### src/rtl/player_turn_if.sv
// Bundle between the game-state controller and the player-turn responder.
// master: controller side (drives beam position, phase code, buttons).
// slave: the player_turn block.
interface player_turn_if #(
  parameter int unsigned NUM_OPTIONS = 4
);
  localparam int unsigned CW = $clog2(NUM_OPTIONS);

  logic [10:0]   hcount_in;
  logic [9:0]    vcount_in;
  logic [3:0]    state_in;
  logic [1:0]    rotate_in;
  logic          busy_out;
  logic          finished_out;
  logic [CW-1:0] choice_out;
  logic [11:0]   pixel_out;

  modport master (
    output hcount_in, vcount_in, state_in, rotate_in,
    input  busy_out, finished_out, choice_out, pixel_out
  );

  modport slave (
    input  hcount_in, vcount_in, state_in, rotate_in,
    output busy_out, finished_out, choice_out, pixel_out
  );
endinterface

### src/rtl/player_turn.sv
// Player-phase responder: draws a row of option boxes, moves a cursor on
// rotate_in[0], locks on rotate_in[1], flashes the choice and pulses
// finished_out. Optional macro PLAYER_TIMEOUT_EN auto-selects after
// TIMEOUT_FRAMES idle frames in ACTIVE.
module player_turn #(
  parameter logic [3:0]  STATE_CODE     = 4'b0001,
  parameter int unsigned NUM_OPTIONS    = 4,
  parameter int unsigned BOX_X0         = 64,
  parameter int unsigned BOX_PITCH      = 144,
  parameter int unsigned BOX_W          = 128,
  parameter int unsigned BOX_Y          = 384,
  parameter int unsigned BOX_H          = 64,
  parameter int unsigned FLASH_FRAMES   = 30,
  parameter int unsigned TIMEOUT_FRAMES = 600
) (
  input logic         clk,
  input logic         rst,
  player_turn_if.slave bus
);
  localparam int unsigned CW = $clog2(NUM_OPTIONS);
  // flash_cnt[2] drives the blink, so keep at least 3 bits
  localparam int unsigned FW = ($clog2(FLASH_FRAMES) < 3) ? 3 : $clog2(FLASH_FRAMES);

  typedef enum logic [2:0] {StIdle, StActive, StFlash, StDone, StWait} state_e;

  state_e           state_q, state_d;
  logic [CW-1:0]    cursor_q, cursor_d;
  logic [CW-1:0]    choice_q, choice_d;
  logic [FW-1:0]    flash_cnt_q, flash_cnt_d;
  logic [1:0]       btn_prev_q;
  logic             busy_q, finished_q;
  logic [11:0]      pixel_q, pixel_d;
  logic [1:0]       btn_edge;
  logic             frame_tick, code_match, timeout;
  logic [11:0]      hx, vy;
  logic [NUM_OPTIONS-1:0] in_box;

  assign btn_edge   = bus.rotate_in & ~btn_prev_q;
  assign frame_tick = (bus.hcount_in == 11'd0) && (bus.vcount_in == 10'd0);
  assign code_match = (bus.state_in == STATE_CODE);

`ifdef PLAYER_TIMEOUT_EN
  localparam int unsigned IW = ($clog2(TIMEOUT_FRAMES) < 1) ? 1 : $clog2(TIMEOUT_FRAMES);
  logic [IW-1:0] idle_cnt_q, idle_cnt_d;

  assign timeout = (state_q == StActive) && frame_tick &&
                   (idle_cnt_q == IW'(TIMEOUT_FRAMES - 1));

  // Idle frame counter: cleared on ACTIVE entry and on any button edge
  always_comb begin
    idle_cnt_d = idle_cnt_q;
    if (state_q == StIdle && code_match) begin
      idle_cnt_d = '0;
    end else if (state_q == StActive) begin
      if (|btn_edge)       idle_cnt_d = '0;
      else if (frame_tick) idle_cnt_d = idle_cnt_q + IW'(1);
    end
  end

  // Idle counter register
  always_ff @(posedge clk) begin
    if (rst) idle_cnt_q <= '0;
    else     idle_cnt_q <= idle_cnt_d;
  end
`else
  logic unused_timeout;
  assign unused_timeout = ^TIMEOUT_FRAMES;
  assign timeout = 1'b0;
`endif

  // Next-state logic; losing the phase code in ACTIVE/FLASH aborts to IDLE
  always_comb begin
    state_d     = state_q;
    cursor_d    = cursor_q;
    choice_d    = choice_q;
    flash_cnt_d = flash_cnt_q;
    case (state_q)
      StIdle: begin
        if (code_match) begin
          state_d     = StActive;
          cursor_d    = '0;
          flash_cnt_d = '0;
        end
      end
      StActive: begin
        if (!code_match) begin
          state_d = StIdle;
        end else if (btn_edge[1] || timeout) begin
          state_d     = StFlash;
          flash_cnt_d = '0;
        end else if (btn_edge[0]) begin
          cursor_d = (cursor_q == CW'(NUM_OPTIONS - 1)) ? '0 : cursor_q + CW'(1);
        end
      end
      StFlash: begin
        if (!code_match) begin
          state_d = StIdle;
        end else if (frame_tick) begin
          if (flash_cnt_q == FW'(FLASH_FRAMES - 1)) begin
            state_d  = StDone;
            // loaded on DONE entry so it is already valid with finished_out
            choice_d = cursor_q;
          end else begin
            flash_cnt_d = flash_cnt_q + FW'(1);
          end
        end
      end
      StDone:  state_d = StWait;
      StWait:  if (!code_match) state_d = StIdle;
      default: state_d = StIdle;
    endcase
  end

  // Box hit tests in 12-bit arithmetic
  assign hx = {1'b0, bus.hcount_in};
  assign vy = {2'b00, bus.vcount_in};
  for (genvar i = 0; i < NUM_OPTIONS; i++) begin : g_box
    localparam logic [11:0] X0 = 12'(BOX_X0 + i * BOX_PITCH);
    assign in_box[i] = (hx >= X0) && (hx < X0 + 12'(BOX_W)) &&
                       (vy >= 12'(BOX_Y)) && (vy < 12'(BOX_Y + BOX_H));
  end

  // Pixel colour for the current beam position
  always_comb begin
    pixel_d = 12'h000;
    case (state_q)
      StActive: begin
        if (in_box[cursor_q])  pixel_d = 12'hFF0;
        else if (|in_box)      pixel_d = 12'h888;
      end
      StFlash: begin
        if (in_box[cursor_q])  pixel_d = flash_cnt_q[2] ? 12'hFFF : 12'hFF0;
        else if (|in_box)      pixel_d = 12'h444;
      end
      default: pixel_d = 12'h000;
    endcase
  end

  // State and output registers; busy/finished are registered decodes of state_d
  always_ff @(posedge clk) begin
    if (rst) begin
      state_q     <= StIdle;
      cursor_q    <= '0;
      choice_q    <= '0;
      flash_cnt_q <= '0;
      btn_prev_q  <= 2'b00;
      busy_q      <= 1'b0;
      finished_q  <= 1'b0;
      pixel_q     <= 12'h000;
    end else begin
      state_q     <= state_d;
      cursor_q    <= cursor_d;
      choice_q    <= choice_d;
      flash_cnt_q <= flash_cnt_d;
      btn_prev_q  <= bus.rotate_in;
      busy_q      <= (state_d == StActive) || (state_d == StFlash);
      finished_q  <= (state_d == StDone);
      pixel_q     <= pixel_d;
    end
  end

  assign bus.busy_out     = busy_q;
  assign bus.finished_out = finished_q;
  assign bus.choice_out   = choice_q;
  assign bus.pixel_out    = pixel_q;
endmodule

### src/flat_wrapper.sv
// flat-port wrapper written by rule: the top's interface ports become plain ports
module player_turn_flat 
#(
  parameter logic [3:0]  STATE_CODE     = 4'b0001,
  parameter int unsigned NUM_OPTIONS    = 4,
  parameter int unsigned BOX_X0         = 64,
  parameter int unsigned BOX_PITCH      = 144,
  parameter int unsigned BOX_W          = 128,
  parameter int unsigned BOX_Y          = 384,
  parameter int unsigned BOX_H          = 64,
  parameter int unsigned FLASH_FRAMES   = 30,
  parameter int unsigned TIMEOUT_FRAMES = 600
)
  (clk, rst, bus_hcount_in, bus_vcount_in, bus_state_in, bus_rotate_in, bus_busy_out, bus_finished_out, bus_choice_out, bus_pixel_out);
  player_turn_if #(.NUM_OPTIONS(NUM_OPTIONS)) bus_i ();
  input logic clk;
  input logic rst;
  input wire logic [$bits(bus_i.hcount_in)-1:0] bus_hcount_in;
  input wire logic [$bits(bus_i.vcount_in)-1:0] bus_vcount_in;
  input wire logic [$bits(bus_i.state_in)-1:0] bus_state_in;
  input wire logic [$bits(bus_i.rotate_in)-1:0] bus_rotate_in;
  output wire logic [$bits(bus_i.busy_out)-1:0] bus_busy_out;
  output wire logic [$bits(bus_i.finished_out)-1:0] bus_finished_out;
  output wire logic [$bits(bus_i.choice_out)-1:0] bus_choice_out;
  output wire logic [$bits(bus_i.pixel_out)-1:0] bus_pixel_out;
  assign bus_i.hcount_in = bus_hcount_in;
  assign bus_i.vcount_in = bus_vcount_in;
  assign bus_i.state_in = bus_state_in;
  assign bus_i.rotate_in = bus_rotate_in;
  assign bus_busy_out = bus_i.busy_out;
  assign bus_finished_out = bus_i.finished_out;
  assign bus_choice_out = bus_i.choice_out;
  assign bus_pixel_out = bus_i.pixel_out;
  player_turn #(.STATE_CODE(STATE_CODE), .NUM_OPTIONS(NUM_OPTIONS), .BOX_X0(BOX_X0), .BOX_PITCH(BOX_PITCH), .BOX_W(BOX_W), .BOX_Y(BOX_Y), .BOX_H(BOX_H), .FLASH_FRAMES(FLASH_FRAMES), .TIMEOUT_FRAMES(TIMEOUT_FRAMES)) u_core (.clk(clk), .rst(rst), .bus(bus_i));
endmodule
### config.mk
export PLATFORM = sky130hd
export DESIGN_NAME = player_turn_flat
export DESIGN_NICKNAME = d
export VERILOG_FILES = /design/src/rtl/player_turn_if.sv /design/src/rtl/player_turn.sv /design/src/flat_wrapper.sv
export SDC_FILE = /design/constraint.sdc
export NUM_CORES = 1
export LEC_CHECK = 0
export CELL_PAD_IN_SITES_DETAIL_PLACEMENT = 1
export CELL_PAD_IN_SITES_GLOBAL_PLACEMENT = 1
export CORE_MARGIN = 1
export CORE_UTILIZATION = 33
export CTS_CLUSTER_SIZE = 16
export DETAILED_ROUTE_END_ITERATION = 7
export GPL_ROUTABILITY_DRIVEN = 0
export PLACE_DENSITY_LB_ADDON = 0.2
export RECOVER_POWER = 25
export SLEW_MARGIN = 20
export SYNTH_ARGS = -nofsm -noshare
export SYNTH_HDL_FRONTEND = slang
export SYNTH_SLANG_ARGS = --single-unit
### constraint.sdc
create_clock -name clk -period 2.3 [get_ports clk]
set_input_delay 0.69 -clock clk [delete_from_list [all_inputs] [get_ports clk]]
set_output_delay 0.69 -clock clk [all_outputs]
set_load 0.1 [all_outputs]
**Yosys cells after proc, flatten, opt, wreduce, memory -nomap -nowiden**

Cells that the tools add are included.
Widths: inputs -> output; s select.

- Bits in registers: 28
- Bits in latches: 0
- Memory bits (writable): 0
- Memory bits (read-only): 0
- Output and inout port bits: 16
- Memories kept: 0

- Add/subtract/negate cells: 2
- Multipliers: 0
- Divide/modulo/power cells: 0
- Magnitude comparators: 11
- Equal/unequal tests: 18
- Shifts and indexed selects: 0
- Muxes and demuxes: 29
- Bitwise gates (word level): 2
- Reduce and logical (&&, ||, !) cells: 23

Operator list:

| operator | number |
|---|---|
| $mux 12 | 3 |
| $mux 5 | 6 |
| $pmux 12 s2 | 1 |
| $ge 11x9->1 const B | 2 |
| $lt 11x9->1 const B | 2 |
| $mux 3 | 7 |
| $pmux 3 s5 | 1 |
| $pmux 5 s3 | 1 |
| $logic_and 1x1->1 | 13 |
| $eq 3x2->1 const B | 4 |
| $ne 2x1->1 const B | 6 |
| $ge 11x7->1 const B | 1 |
| $ge 11x8->1 const B | 1 |
| $logic_not 11->1 | 1 |
| $lt 11x10->1 const B | 1 |
| $lt 11x8->1 const B | 1 |
| $mux 11 | 1 |
| $ge 10x9->1 const B | 1 |
| $logic_not 10->1 | 1 |
| $lt 10x9->1 const B | 1 |
| $mux 2 | 5 |
| $reduce_and 7->1 | 1 |
| $eq 3x1->1 const B | 2 |
| $add 5x1->5 const B | 1 |
| 20 further kinds | 21 |

**Longest topological paths before layout**

Gate-level depths: netlist of the first run.

- Depth in word-level cells: 8
- Gate-level depth with buffers: 8
- Mapped depth without buffers: 8

**Least setup slack after synthesis of the first run**

OpenSTA, ideal clock, no wires.

- Path kind: input port to flip-flop
- Start point: input port bus_state_in[1]
- End point: register u_core.flash_cnt_q[4]
- Data arrival time: 2.119 ns
- Data required time: 2.230 ns
- Path slack: 0.111 ns
- Stages on the path: 6
- Path through: or4b_4 nor2_1 and3_2 o211ai_1 or3_1 a21oi_1

- Longest elaborated chain between the ends: 3

Ends and longest elaborated chain:

| element | RTL line | text |
|---|---|---|
| start: declaration | flat_wrapper.sv:20 | `input wire logic [$bits(bus_i.state_in)-1:0] bus_state_in;` |
| $eq 4x1->1 (*) | player_turn.sv:40 | `assign code_match = (bus.state_in == STATE_CODE);` |
| $ne 2x1->1 (no line) | - |  |
| $reduce_and 7->1 (no line) (*) | - |  |
| end signal: assignment | player_turn.sv:154 | `flash_cnt_q <= flash_cnt_d;` |
| end: declaration | player_turn.sv:29 | `logic [FW-1:0] flash_cnt_q, flash_cnt_d;` |

Mark *: on every way between the ends. The rest lies on a longest branch, timed or not.
A chain may end at the register's enable or synchronous reset.

**Final worst setup path of the first run**

- Start point: input port bus_state_in[2]
- End point: register u_core.flash_cnt_q[4]

The elaborated chain is that of the path after synthesis.

==> results of run 1 <==
==> state kept, by name, summed over array words and instances, names as in the netlist <==
register / flops
u_core.bus.choice_out: 2
u_core.state_q: 3
u_core.cursor_q: 2
u_core.btn_prev_q: 2
u_core.bus.busy_out: 1
u_core.flash_cnt_q: 5
u_core.bus.pixel_out: 6
u_core.bus.finished_out: 1
==> Yosys cell counts (5+ instances only) <==
cell / count / area (sq um)
dfxtp_1: 22 / 440.4
nor2_1: 16 / 60.06
a21oi_1: 12 / 60.06
nand2_1: 11 / 41.29
nand3_1: 10 / 50.05
nor3_1: 9 / 45.04
nor2b_1: 7 / 43.79
o21ai_0: 7 / 35.03
buf_4: 6 / 45.04
nor4_1: 5 / 31.28
==> what timing repair did <==
action / 4_1_cts / 5_1_grt
endpoints found under the setup margin: 14 / 10
resized for setup: 17 / 23
hold buffers: 0 / 0
pin swaps: 6 / 8
buffers inserted: 0 / 1
==> how the worst max path moves through the flow <==
stage                                     endpoint  cells past startpoint  slack (ps)        startpoint
after floorplan              u_core.flash_cnt_q[4]                      6         110   bus_state_in[1]
after global placement       u_core.flash_cnt_q[4]                      7        -390   bus_state_in[1]
after detailed placement     u_core.flash_cnt_q[4]                      8        -460   bus_state_in[1]
after CTS                 u_core.bus.pixel_out[10]                      7           1  bus_hcount_in[6]
after global routing         u_core.flash_cnt_q[4]                      9          -9  bus_hcount_in[4]
final                        u_core.flash_cnt_q[4]                      7          70   bus_state_in[2]
==> metal layers <==
layer  vias to the layer above  track usage, %
li1                        741               -
met1                       723           21.89
met2                        32           39.60
met3                         2           2.667
met4                         0           4.688
met5                         -               0
==> power by group through the flow <==
stage	logic (W)	clock network, W	registers [W]
2_1_floorplan	0.0000536	0	0.000395
3_3_place_gp	0.000133	0	0.000394
3_5_place_dp	0.000140	0	0.000394
4_1_cts	0.000144	0.000367	0.000385
5_1_grt	0.000163	0.000385	0.000385
6_report	0.000152	0.000360	0.000385
==> metrics by stage <==
step	TNS, ps	cell area (sq um)	util, %
after global routing	-9.129	2187	53.52
after floorplan	0	1434	-
final	0	2187	53.52
after detailed placement	-6232	1978	48.41
after global placement	-4645	1978	48.41
after CTS	0	2106	51.53
==> cell families after synthesis <==
kind of cell               synth area share, %
AOI/OAI and AO/OA                        16.14
xor gates and xnor gates                 3.055
adders and majority gates                2.618
buffers and inverters                    9.773
DFF                                      30.72
muxes                                    2.880
and+or+nand+nor                          34.82
==> worst register-to-register path, cell delays in order (launching register included) <==
cell and delay (ps):
dfxtp_1 510, nor3b_4 300, nand2b_4 100, nor3b_4 240, o21ai_2 80, or4b_1 500
a21oi_1 140
==> final cells by class <==
class,count,area share [%]
Inverter,3,0.5149
Timing Repair Buffer,73,28.60
Sequential cell,22,20.14
Tap cell,50,2.860
Clock inverter,1,1.373
Multi-Input combinational cell,130,44.62
Clock buffer,3,1.888
==> flow_summary.yaml, run 1 <==
outcome:
  status: "complete, no violations"
sta:
  max_slew_margin_pct: 64.33
  tightest_slew_ps: 521.6
  setup_viol: 0
  clock_skew_ps: 10.48
  hold_viol_final: 0
  fin_crit_ps: 2225
  whs_ps: 499.6
  fin_crit_sh_pct: 96.74
  rsz0062_at_grt: "true"
  slew_viol_final: 0
  worst_slack_ps: 74.90
  max_freq_ghz: 0.4494
synth:
  ys_seq_area_share_pct: 30.72
  synth-edff-count: 0
  synth_top_flop_cell: "dfxtp_1"
  syn_area_per_cell_sq_um: 8.385
  ys_warn_count: 0
  netlist_area_sq_um: 1434
  syn_nets: 203
  yosysUniqueCellTypes: 52
  synth_seq_cells: 22
  synthCells: 171
  async_flop_share_pct: 0
worst_setup_path:
  worstSetupEndpointType: "register"
  worstSetupPathType: "in -> reg"
  cp_max_fo: 4
  worstPathRequired_ps: 2510
  r2r-start: "u_core.state_q[0]"
  reg2reg_slack_ps: 360
  slowest_stage: "or4b_4"
  startpoint_type: "input port"
  arrival_ps: 2430
  slowest_delay_ps: 560
  path_buf_inv: 1
  worstPathCellList: "dlygate4sd2_1 > or4b_4 > nor2_4 > and3_4 > o211ai_1 > or3_1 > a21oi_1"
  r2r-end: "u_core.cursor_q[0]"
  cp_top_family: "simple AND/OR/NAND/NOR gates"
  r2r_cells: 6
clock_tree:
  clk_latency_ps: 260
  cts_tree: "yes"
  cts-root-buf: "clkbuf_8"
  cts_made_buffers: 3
  cts_max_path_buffers: 2
  htreeDepth: 1
  clock-sinks: 22
  clk_pin_slew_worst_paths_ps: 90
power:
  switching_share_pct: 21.84
  clkPwrFrac_pct: 40.1
  power.density_nw_per_um2: 409.8
  p_switching_w: 0.0001958
  power_frac_comb_pct: 16.9
  seqPwrFrac_pct: 43.0
  vdd_drop_max_mv: 0.1956
  p_int_w: 0.0007006
  p_total_w: 0.0008964
  p_leak_nw: 0.8853
placed_design:
  place_hpwl_microns: 3389
  portBuffers: 44
  dp.cells: 277
  dp_slack_ps: -459.7
floorplan:
  fp.coreArea_sq_um: 4086
  die_y_microns: 67.92
  die_area_sq_um: 4612
  ioPinCount: 45
  chipWidth_microns: 67.92
  initial_core_util_pct: 35.09
  num_rows: 23
grt:
  antenna_found_initial: 0
  track_usage_pct: 19.95
  grt_max_degree: 14
  grt_pass1_vias: 1564
  grt_first_pass_wirelength_microns: 6969
  grt-ovfl-total: 0
route:
  wirelength_met1_microns: 1815
  via_count: 1498
  wl_per_cell_microns: 15.49
  drt_iter0_drc: 74
  drt_wl_total_microns: 4367
  drtPass1Iterations: 4
  routed.top_layer: "met4"
  drc: 0
  route.met2.wl_microns: 2410
  ant_nets: 0
  wl_met3_microns: 123
  viasPerCell: 5.312
min_path:
  min_to: "u_core.flash_cnt_q[1]"
  holdPathStages: 2
  min-delay-start: "u_core.flash_cnt_q[1]"
  hold_path_class: "reg -> reg"
cells_and_area:
  diodes: 0
  drive_gt1_share_pct: 32.76
  area_growth_pct: 52.53
  layout_common_cells: "buf_4, dfxtp_1, nor2_1, clkdlybuf4s50_1"
  layout_commonest_cell: "buf_4"
  fill_cells: 480
  nets: 265
  final_cells: 282
  ff_latch_area_sq_um: 440.4
  multiInputGateArea_sq_um: 975.9
run:
  drv_cap: 0
No activity file was read; power rests on OpenSTA's default activity.
==> inputs of run 2 (changes only) <==
- ABC_AREA: not set -> 0
==> results of run 2 <==
The final DEF is identical to that of run 1; final timing and power are the same.
